===== config.mk =====
export PLATFORM = sky130hd
export DESIGN_NAME = decapsulation_flat
export DESIGN_NICKNAME = d
export VERILOG_FILES = /design/src/rtl/decapsulation_pkg.sv /design/src/rtl/decapsulation_if.sv /design/src/rtl/crc32_comb.sv /design/src/rtl/decapsulation.sv /design/src/flat_wrapper.sv
export SDC_FILE = /design/constraint.sdc
export NUM_CORES = 1
export LEC_CHECK = 0
export BUFFER_PORTS_ARGS = -buffer_cell sky130_fd_sc_hd__buf_2
export CELL_PAD_IN_SITES_DETAIL_PLACEMENT = 0
export CELL_PAD_IN_SITES_GLOBAL_PLACEMENT = 1
export CORE_MARGIN = 1.5
export CORE_UTILIZATION = 30
export CTS_CLUSTER_DIAMETER = 120
export DETAILED_ROUTE_END_ITERATION = 16
export MAX_ROUTING_LAYER = met4
export PLACE_DENSITY_LB_ADDON = 0.1
export SLEW_MARGIN = 20
export SYNTH_ARGS = -nofsm -noshare
export SYNTH_HDL_FRONTEND = slang
export SYNTH_SLANG_ARGS = --single-unit

===== constraint.sdc =====
create_clock -name eth_tx_clk -period 4.27 [get_ports eth_tx_clk]
set_input_delay 0.427 -clock eth_tx_clk [delete_from_list [all_inputs] [get_ports eth_tx_clk]]
set_output_delay 0.427 -clock eth_tx_clk [all_outputs]
set_load 0.005 [all_outputs]

===== src/rtl/decapsulation_pkg.sv =====
// decapsulation_pkg: shared states, error codes, framing and CRC-32 constants
package decapsulation_pkg;
    typedef enum logic [3:0] {IDLE, PRE, DST, SRC, LEN, PAY, PAD, FCS, WAIT} state_t;
    localparam logic [2:0] ERR_NONE = 3'd0;
    localparam logic [2:0] ERR_LEN = 3'd1;
    localparam logic [2:0] ERR_ADDR = 3'd2;
    localparam logic [2:0] ERR_TRUNC = 3'd3;
    localparam logic [2:0] ERR_CRC = 3'd4;
    localparam logic [2:0] ERR_OVF = 3'd5;
    localparam logic [7:0] PREAMBLE = 8'h55;
    localparam logic [7:0] SFD = 8'hD5;
    localparam logic [15:0] MIN_PAYLOAD = 16'd46;
    localparam logic [47:0] BCAST = 48'hFFFFFFFFFFFF;
    localparam logic [31:0] CRC_INIT = 32'hFFFFFFFF;
    localparam logic [31:0] CRC_POLY = 32'h04C11DB7;
    localparam logic [31:0] CRC_RESIDUE = 32'hDEBB20E3;
    function automatic logic [31:0] reflect32(input logic [31:0] v);
        logic [31:0] r;
        for (int i = 0; i < 32; i++) r[i] = v[31-i];
        return r;
    endfunction
    localparam logic [31:0] CRC_POLY_REF = reflect32(CRC_POLY);
endpackage


===== src/rtl/decapsulation_if.sv =====
// decapsulation_if: receive byte stream in, payload writes and frame status out
interface decapsulation_if;
    logic rx_dv;
    logic [7:0] rx_data;
    logic buf_full;
    logic wr_en;
    logic [7:0] wr_data;
    logic frame_ok;
    logic frame_err;
    logic [2:0] err_code;
    logic [47:0] src_mac;
    logic [15:0] len_out;
    modport master (
        output rx_dv, rx_data, buf_full,
        input wr_en, wr_data, frame_ok, frame_err, err_code, src_mac, len_out
    );
    modport slave (
        input rx_dv, rx_data, buf_full,
        output wr_en, wr_data, frame_ok, frame_err, err_code, src_mac, len_out
    );
endinterface


===== src/rtl/crc32_comb.sv =====
// crc32_comb: one-byte update of a reflected CRC-32 register
module crc32_comb
    import decapsulation_pkg::*;
(
    input logic [31:0] crc_in,
    input logic [7:0] data,
    output logic [31:0] crc_out
);
    always_comb begin
        crc_out = crc_in ^ {24'd0, data};
        for (int i = 0; i < 8; i++) crc_out = crc_out[0] ? (crc_out >> 1) ^ CRC_POLY_REF : crc_out >> 1;
    end
endmodule


===== src/rtl/decapsulation.sv =====
// decapsulation: Ethernet frame parser writing payload bytes and flagging good/bad frames
module decapsulation
    import decapsulation_pkg::*;
#(
    parameter logic [47:0] MY_MAC = 48'h023528fbdd66,
    parameter logic [15:0] MAX_LEN = 16'd1500
) (
    input logic eth_tx_clk,
    input logic rst,
    decapsulation_if.slave bus
);
    state_t state, state_n;
    logic [15:0] cnt, len_r, pad_n, len_full;
    logic [47:0] dst_sh, src_sh, dst_full;
    logic [31:0] crc, crc_nx;
    logic crc_en, wr_n, ok_n, err_n;
    logic [2:0] code_n;
    assign dst_full = {dst_sh[39:0], bus.rx_data};
    assign len_full = {len_r[7:0], bus.rx_data};
    assign pad_n = (len_r < MIN_PAYLOAD) ? MIN_PAYLOAD - len_r : '0;
    // FCS bytes also run through the CRC so a good frame lands on the fixed residue
    assign crc_en = bus.rx_dv && (state inside {DST, SRC, LEN, PAY, PAD, FCS});
    crc32_comb u_crc (.crc_in(crc), .data(bus.rx_data), .crc_out(crc_nx));
    always_comb begin
        state_n = state;
        wr_n = 1'b0;
        ok_n = 1'b0;
        err_n = 1'b0;
        code_n = ERR_NONE;
        if (state inside {DST, SRC, LEN, PAY, PAD, FCS} && !bus.rx_dv) begin
            state_n = IDLE;
            err_n = 1'b1;
            code_n = ERR_TRUNC;
        end else begin
            case (state)
                IDLE: if (bus.rx_dv) state_n = (bus.rx_data == PREAMBLE) ? PRE : WAIT;
                PRE: begin
                    if (!bus.rx_dv) state_n = IDLE;
                    else if (bus.rx_data == SFD) state_n = DST;
                    else if (bus.rx_data != PREAMBLE || cnt >= 16'd6) state_n = WAIT;
                end
                DST: if (cnt == 16'd5) begin
                    err_n = dst_full != MY_MAC && dst_full != BCAST;
                    code_n = err_n ? ERR_ADDR : ERR_NONE;
                    state_n = err_n ? WAIT : SRC;
                end
                SRC: if (cnt == 16'd5) state_n = LEN;
                LEN: if (cnt == 16'd1) begin
                    err_n = len_full > MAX_LEN;
                    code_n = err_n ? ERR_LEN : ERR_NONE;
                    state_n = err_n ? WAIT : (len_full == 16'd0) ? PAD : PAY;
                end
                PAY: begin
                    if (bus.buf_full) begin
                        state_n = WAIT;
                        err_n = 1'b1;
                        code_n = ERR_OVF;
                    end else begin
                        wr_n = 1'b1;
                        if (cnt == len_r - 16'd1) state_n = (len_r < MIN_PAYLOAD) ? PAD : FCS;
                    end
                end
                PAD: if (cnt == pad_n - 16'd1) state_n = FCS;
                FCS: if (cnt == 16'd3) begin
                    state_n = WAIT;
                    ok_n = crc_nx == CRC_RESIDUE;
                    err_n = !ok_n;
                    code_n = ok_n ? ERR_NONE : ERR_CRC;
                end
                WAIT: if (!bus.rx_dv) state_n = IDLE;
                default: state_n = IDLE;
            endcase
        end
    end
    always_ff @(posedge eth_tx_clk) begin
        if (!rst) begin
            state <= IDLE;
            cnt <= '0;
            len_r <= '0;
            dst_sh <= '0;
            src_sh <= '0;
            crc <= CRC_INIT;
            bus.wr_en <= 1'b0;
            bus.wr_data <= '0;
            bus.frame_ok <= 1'b0;
            bus.frame_err <= 1'b0;
            bus.err_code <= '0;
            bus.src_mac <= '0;
            bus.len_out <= '0;
        end else begin
            state <= state_n;
            cnt <= (state_n != state) ? '0 : cnt + {15'd0, bus.rx_dv};
            crc <= (state == IDLE) ? CRC_INIT : crc_en ? crc_nx : crc;
            bus.wr_en <= wr_n;
            bus.wr_data <= wr_n ? bus.rx_data : bus.wr_data;
            bus.frame_ok <= ok_n;
            bus.frame_err <= err_n;
            bus.err_code <= code_n;
            if (ok_n) bus.src_mac <= src_sh;
            if (ok_n) bus.len_out <= len_r;
            if (bus.rx_dv && state == DST) dst_sh <= dst_full;
            if (bus.rx_dv && state == SRC) src_sh <= {src_sh[39:0], bus.rx_data};
            if (bus.rx_dv && state == LEN) len_r <= len_full;
        end
    end
endmodule

===== src/flat_wrapper.sv =====
// flat-port wrapper written by rule: the top's interface ports become plain ports
module decapsulation_flat import decapsulation_pkg::*;
#(
    parameter logic [47:0] MY_MAC = 48'h023528fbdd66,
    parameter logic [15:0] MAX_LEN = 16'd1500
)
  (eth_tx_clk, rst, bus_rx_dv, bus_rx_data, bus_buf_full, bus_wr_en, bus_wr_data, bus_frame_ok, bus_frame_err, bus_err_code, bus_src_mac, bus_len_out);
  decapsulation_if bus_i ();
  input logic eth_tx_clk;
  input logic rst;
  input wire logic [$bits(bus_i.rx_dv)-1:0] bus_rx_dv;
  input wire logic [$bits(bus_i.rx_data)-1:0] bus_rx_data;
  input wire logic [$bits(bus_i.buf_full)-1:0] bus_buf_full;
  output wire logic [$bits(bus_i.wr_en)-1:0] bus_wr_en;
  output wire logic [$bits(bus_i.wr_data)-1:0] bus_wr_data;
  output wire logic [$bits(bus_i.frame_ok)-1:0] bus_frame_ok;
  output wire logic [$bits(bus_i.frame_err)-1:0] bus_frame_err;
  output wire logic [$bits(bus_i.err_code)-1:0] bus_err_code;
  output wire logic [$bits(bus_i.src_mac)-1:0] bus_src_mac;
  output wire logic [$bits(bus_i.len_out)-1:0] bus_len_out;
  assign bus_i.rx_dv = bus_rx_dv;
  assign bus_i.rx_data = bus_rx_data;
  assign bus_i.buf_full = bus_buf_full;
  assign bus_wr_en = bus_i.wr_en;
  assign bus_wr_data = bus_i.wr_data;
  assign bus_frame_ok = bus_i.frame_ok;
  assign bus_frame_err = bus_i.frame_err;
  assign bus_err_code = bus_i.err_code;
  assign bus_src_mac = bus_i.src_mac;
  assign bus_len_out = bus_i.len_out;
  decapsulation #(.MY_MAC(MY_MAC), .MAX_LEN(MAX_LEN)) u_core (.eth_tx_clk(eth_tx_clk), .rst(rst), .bus(bus_i));
endmodule

==> impl_metrics.csv <==
group,metric,value,unit
synthesis,synth_top_area_share,0.399,
setup_path,path_buf_inv,1,
detailed_routing,firstDrtPassIters,5,
floorplan,core,0.0386,mm²
synthesis,synth_ff_type,"dfxtp_1",
power_and_ir_drop,clockPowerShare,0.498,
clock_tree,cts_tree,"built",
timing,fin_skew,0.0168,ns
synthesis,yosys.area.top_type,"dfxtp_1",
outcome,status,"finished, final reports clean",
setup_path,max_stage_delay,0.45,ns
setup_path,start_kind,"flop",
synthesis,ys_seq_area_frac,0.399,
power_and_ir_drop,power_density,362,mW/mm²
floorplan,placementRows,72,
synthesis,yosysMostFrequentCell,"nand2_1",
global_routing,grt_pass1_vias,9798,
clock_tree,cts_buffers,28,
synthesis,synth_common_cells,"nand2_1 (271), dfxtp_1 (234), a21oi_1 (139)",
global_routing,grt_max_degree,109,
timing,worst_pin_slew,0.955,ns
detailed_routing,vias,10100,
global_routing,grt_antenna_before_repair,0,
setup_path,rrSetupSlack,0.52,ns
power_and_ir_drop,power_frac_seq,0.443,
floorplan,start_util,0.304,
min_path,min_from,"bus_rx_data[3]",
synthesis,syn_nets,1431,
synthesis,synth_seq_cells,234,
placement,gp_congestion,0.846,
layout,nFillCells,4104,
detailed_routing,drtAntennaViolNets,0,
setup_path,timing.rr.start,"u_core.len_r[0]$_SDFFE_PN0P_",
power_and_ir_drop,peakVddDrop,315,µV
setup_path,reg2reg_depth,14,
synthesis,synthCells,1410,
synthesis,syn_avg_cell_area,8.32,µm²
setup_path,cp_slowest_cell,"dfxtp_1",
timing,rsz0062_at_grt,"false",
synthesis,synth-edff-count,0,
flow_run,maxCapViolCount,0,
power_and_ir_drop,fin_total_pwr,4950,µW
min_path,hp-class,"in2reg",
detailed_routing,wl_per_cell,18.1,µm
layout,syn_to_final_growth,16.2,%
detailed_routing,wirelength,35900,µm
timing,finalCritPeriodShare,0.879,
global_routing,grt_usage,0.181,
setup_path,path_delay_family,"compound AO/OA/AOI/OAI gates",
synthesis,async_reset_ff_frac,0,
layout,layout-drive-gt1-share,0.128,
floorplan,die-area,0.0403,mm²
min_path,hold-path-endpoint,"u_core.dst_sh[3]$_SDFFE_PN0P_",
floorplan,die_height,201,µm
timing,hold_ws,0.164,ns
clock_tree,clk_latency,0.57,ns
power_and_ir_drop,p_leak,0.00560,µW
power_and_ir_drop,swShare,0.232,
synthesis,synthTopCellsByArea,"dfxtp_1 (40%), nand2_1 (8.7%), mux2i_1 (6.5%)",
timing,tns,0,ns
synthesis,yosys_warnings,0,
layout,n_antenna_cell,0,
clock_tree,cts_root_buf,"clkbuf_16",
power_and_ir_drop,net-switching-power,1150,µW
setup_path,worstPathCellList,"inv_1 > ha_1 > o211a_1 > o21a_1 > or3_1 > ha_1 > xor2_1 > nand4_1 > nor2_1 > o21ai_0 > a2111oi_0 > nand4_1 > a21o_2 > a21oi_1",
global_routing,grt_overflow_total,0,
setup_path,path_max_fanout,16,
floorplan,ios,90,
setup_path,crit_required,4.76,ns
global_routing,grt_pass1_wl,57300,µm
placement,dp_hpwl,23800,µm
setup_path,crit_type,"reg2reg",
clock_tree,clkSinkCount,234,
detailed_routing,drtIter0Drc,635,
placement,portBuffers,89,
power_and_ir_drop,p_comb_frac,0.060,
clock_tree,clkTransAtPathRegs,0.06,ns
timing,final_max_slew_viol_count,0,
detailed_routing,viasPerCell,5.06,
clock_tree,clockBufferDepth,3,
timing,finalHoldViolCount,0,
detailed_routing,drc,0,
timing,setup_viol,0,
min_path,hold_depth,3,
floorplan,die_width,201,µm
setup_path,r2r_end,"u_core.cnt[1]$_SDFF_PP0_",
timing,slew-limit-headroom,0.362,
setup_path,critPathArrivalTime,4.24,ns
power_and_ir_drop,internal_power,3800,µW
clock_tree,cts_hold_buf,0,
layout,final_util,0.353,
timing,final.min_clock_period,3.75,ns
synthesis,synth_area,0.0117,mm²
clock_tree,htreeDepth,1,
layout,fin_nets,1475,
synthesis,yosysUniqueCellTypes,71,
timing,fmax,266,MHz
setup_path,endpoint_kind,"flop",
==> final cells by class <==
class | instances | area, µm² | area share
Clock buffer | 41 | 820 | 0.0601
Clock inverter | 7 | 135 | 0.00991
Inverter | 11 | 46.3 | 0.00339
Multi-Input combinational cell | 1054 | 6580 | 0.482
Sequential cell | 234 | 4690 | 0.343
Tap cell | 518 | 648 | 0.0475
Timing Repair Buffer | 125 | 728 | 0.0534
==> how the worst max path moves through the flow <==
stage,from,endpoint,slack [ns],depth (start not counted)
final,u_core.len_r[0]$_SDFFE_PN0P_,u_core.cnt[1]$_SDFF_PP0_,0.52,14
after global routing,u_core.len_r[0]$_SDFFE_PN0P_,u_core.cnt[4]$_SDFF_PP0_,0.10,14
after CTS,u_core.len_r[1]$_SDFFE_PN0P_,u_core.cnt[1]$_SDFF_PP0_,0.11,12
after detailed placement,u_core.len_r[1]$_SDFFE_PN0P_,u_core.cnt[7]$_SDFF_PP0_,0.14,12
after global placement,u_core.len_r[1]$_SDFFE_PN0P_,u_core.cnt[1]$_SDFF_PP0_,0.07,12
after floorplan,u_core.len_r[0]$_SDFFE_PN0P_,u_core.cnt[10]$_SDFF_PP0_,0.37,18
==> tightest hold or removal path, cell delays in order <==
cell     delay, ns
buf_2         0.14
nand2_1       0.06
a21oi_1       0.05
==> registers in the layout, summed over array words and instances, names as in the netlist <==
signal / cells
u_core.bus.err_code: 3
u_core.bus.wr_en: 1
u_core.src_sh: 48
u_core.state: 4
u_core.bus.len_out: 16
u_core.bus.frame_err: 1
u_core.len_r: 16
u_core.bus.frame_ok: 1
u_core.cnt: 16
u_core.bus.wr_data: 8
u_core.bus.src_mac: 48
u_core.dst_sh: 40
u_core.crc: 32
==> power by group through the flow <==
stage | Sequential (µW) | Combinational [µW] | Clock (µW)
after detailed placement | 2240 | 296 | 0
after CTS | 2190 | 299 | 2550
final | 2190 | 295 | 2460
after global routing | 2190 | 321 | 2620
after floorplan | 2230 | 210 | 0
after global placement | 2240 | 299 | 0
==> repair_timing <==
action	4_1_cts	5_1_grt
resized for setup	0	4
endpoints found under the setup margin	0	16
buffers inserted	0	0
==> stage by stage <==
step                cell area [µm²]  cells  worst slack [ns]
global route                  13600   1990             0.100
global placement              12700   1942            0.0750
finish                        13600   1990             0.517
detailed placement            12700   1942             0.138
CTS                           13600   1990             0.110
floorplan                     11700   1410             0.368
==> logic make-up (layout without fill, tap and decap cells) <==
family,after synthesis,in the layout,share of synthesized area
XOR/XNOR,115,115,0.108
flip-flops,234,234,0.399
AO/OA/AOI/OAI,257,257,0.136
AND/OR/NAND/NOR,595,595,0.238
multiplexers,78,78,0.0667
adder cells (fa/ha/maj),9,9,0.00960
buffers and inverters,122,184,0.0434
==> metal layers <==
layer / wire length, µm / vias to the layer above / global-route usage
li1: - / 5029 / -
met1: 17100 / 4825 / 0.240
met2: 16700 / 174 / 0.292
met3: 1360 / 49 / 0.0258
met4: 724 / 0 / 0.0424
met5: 0 / - / -
==> cell usage in the layout (no fill, tap or decap), drive strengths merged, types with 12 or more instances in the layout <==
cell / synthesis / layout
nor3: 18 / 18
xnor3: 12 / 12
and3: 15 / 15
mux2i: 76 / 76
o211ai: 27 / 27
nand3: 47 / 47
o21ai: 16 / 16
o2111ai: 18 / 18
nand2: 271 / 271
xor2: 38 / 38
nand2b: 12 / 12
buf: 17 / 125
clkbuf: 94 / 41
nand4: 39 / 39
dfxtp: 234 / 234
nor4: 27 / 27
xnor2: 62 / 62
nor2: 104 / 104
a21oi: 139 / 139
Note: power is estimated with default switching activity, not from simulation.
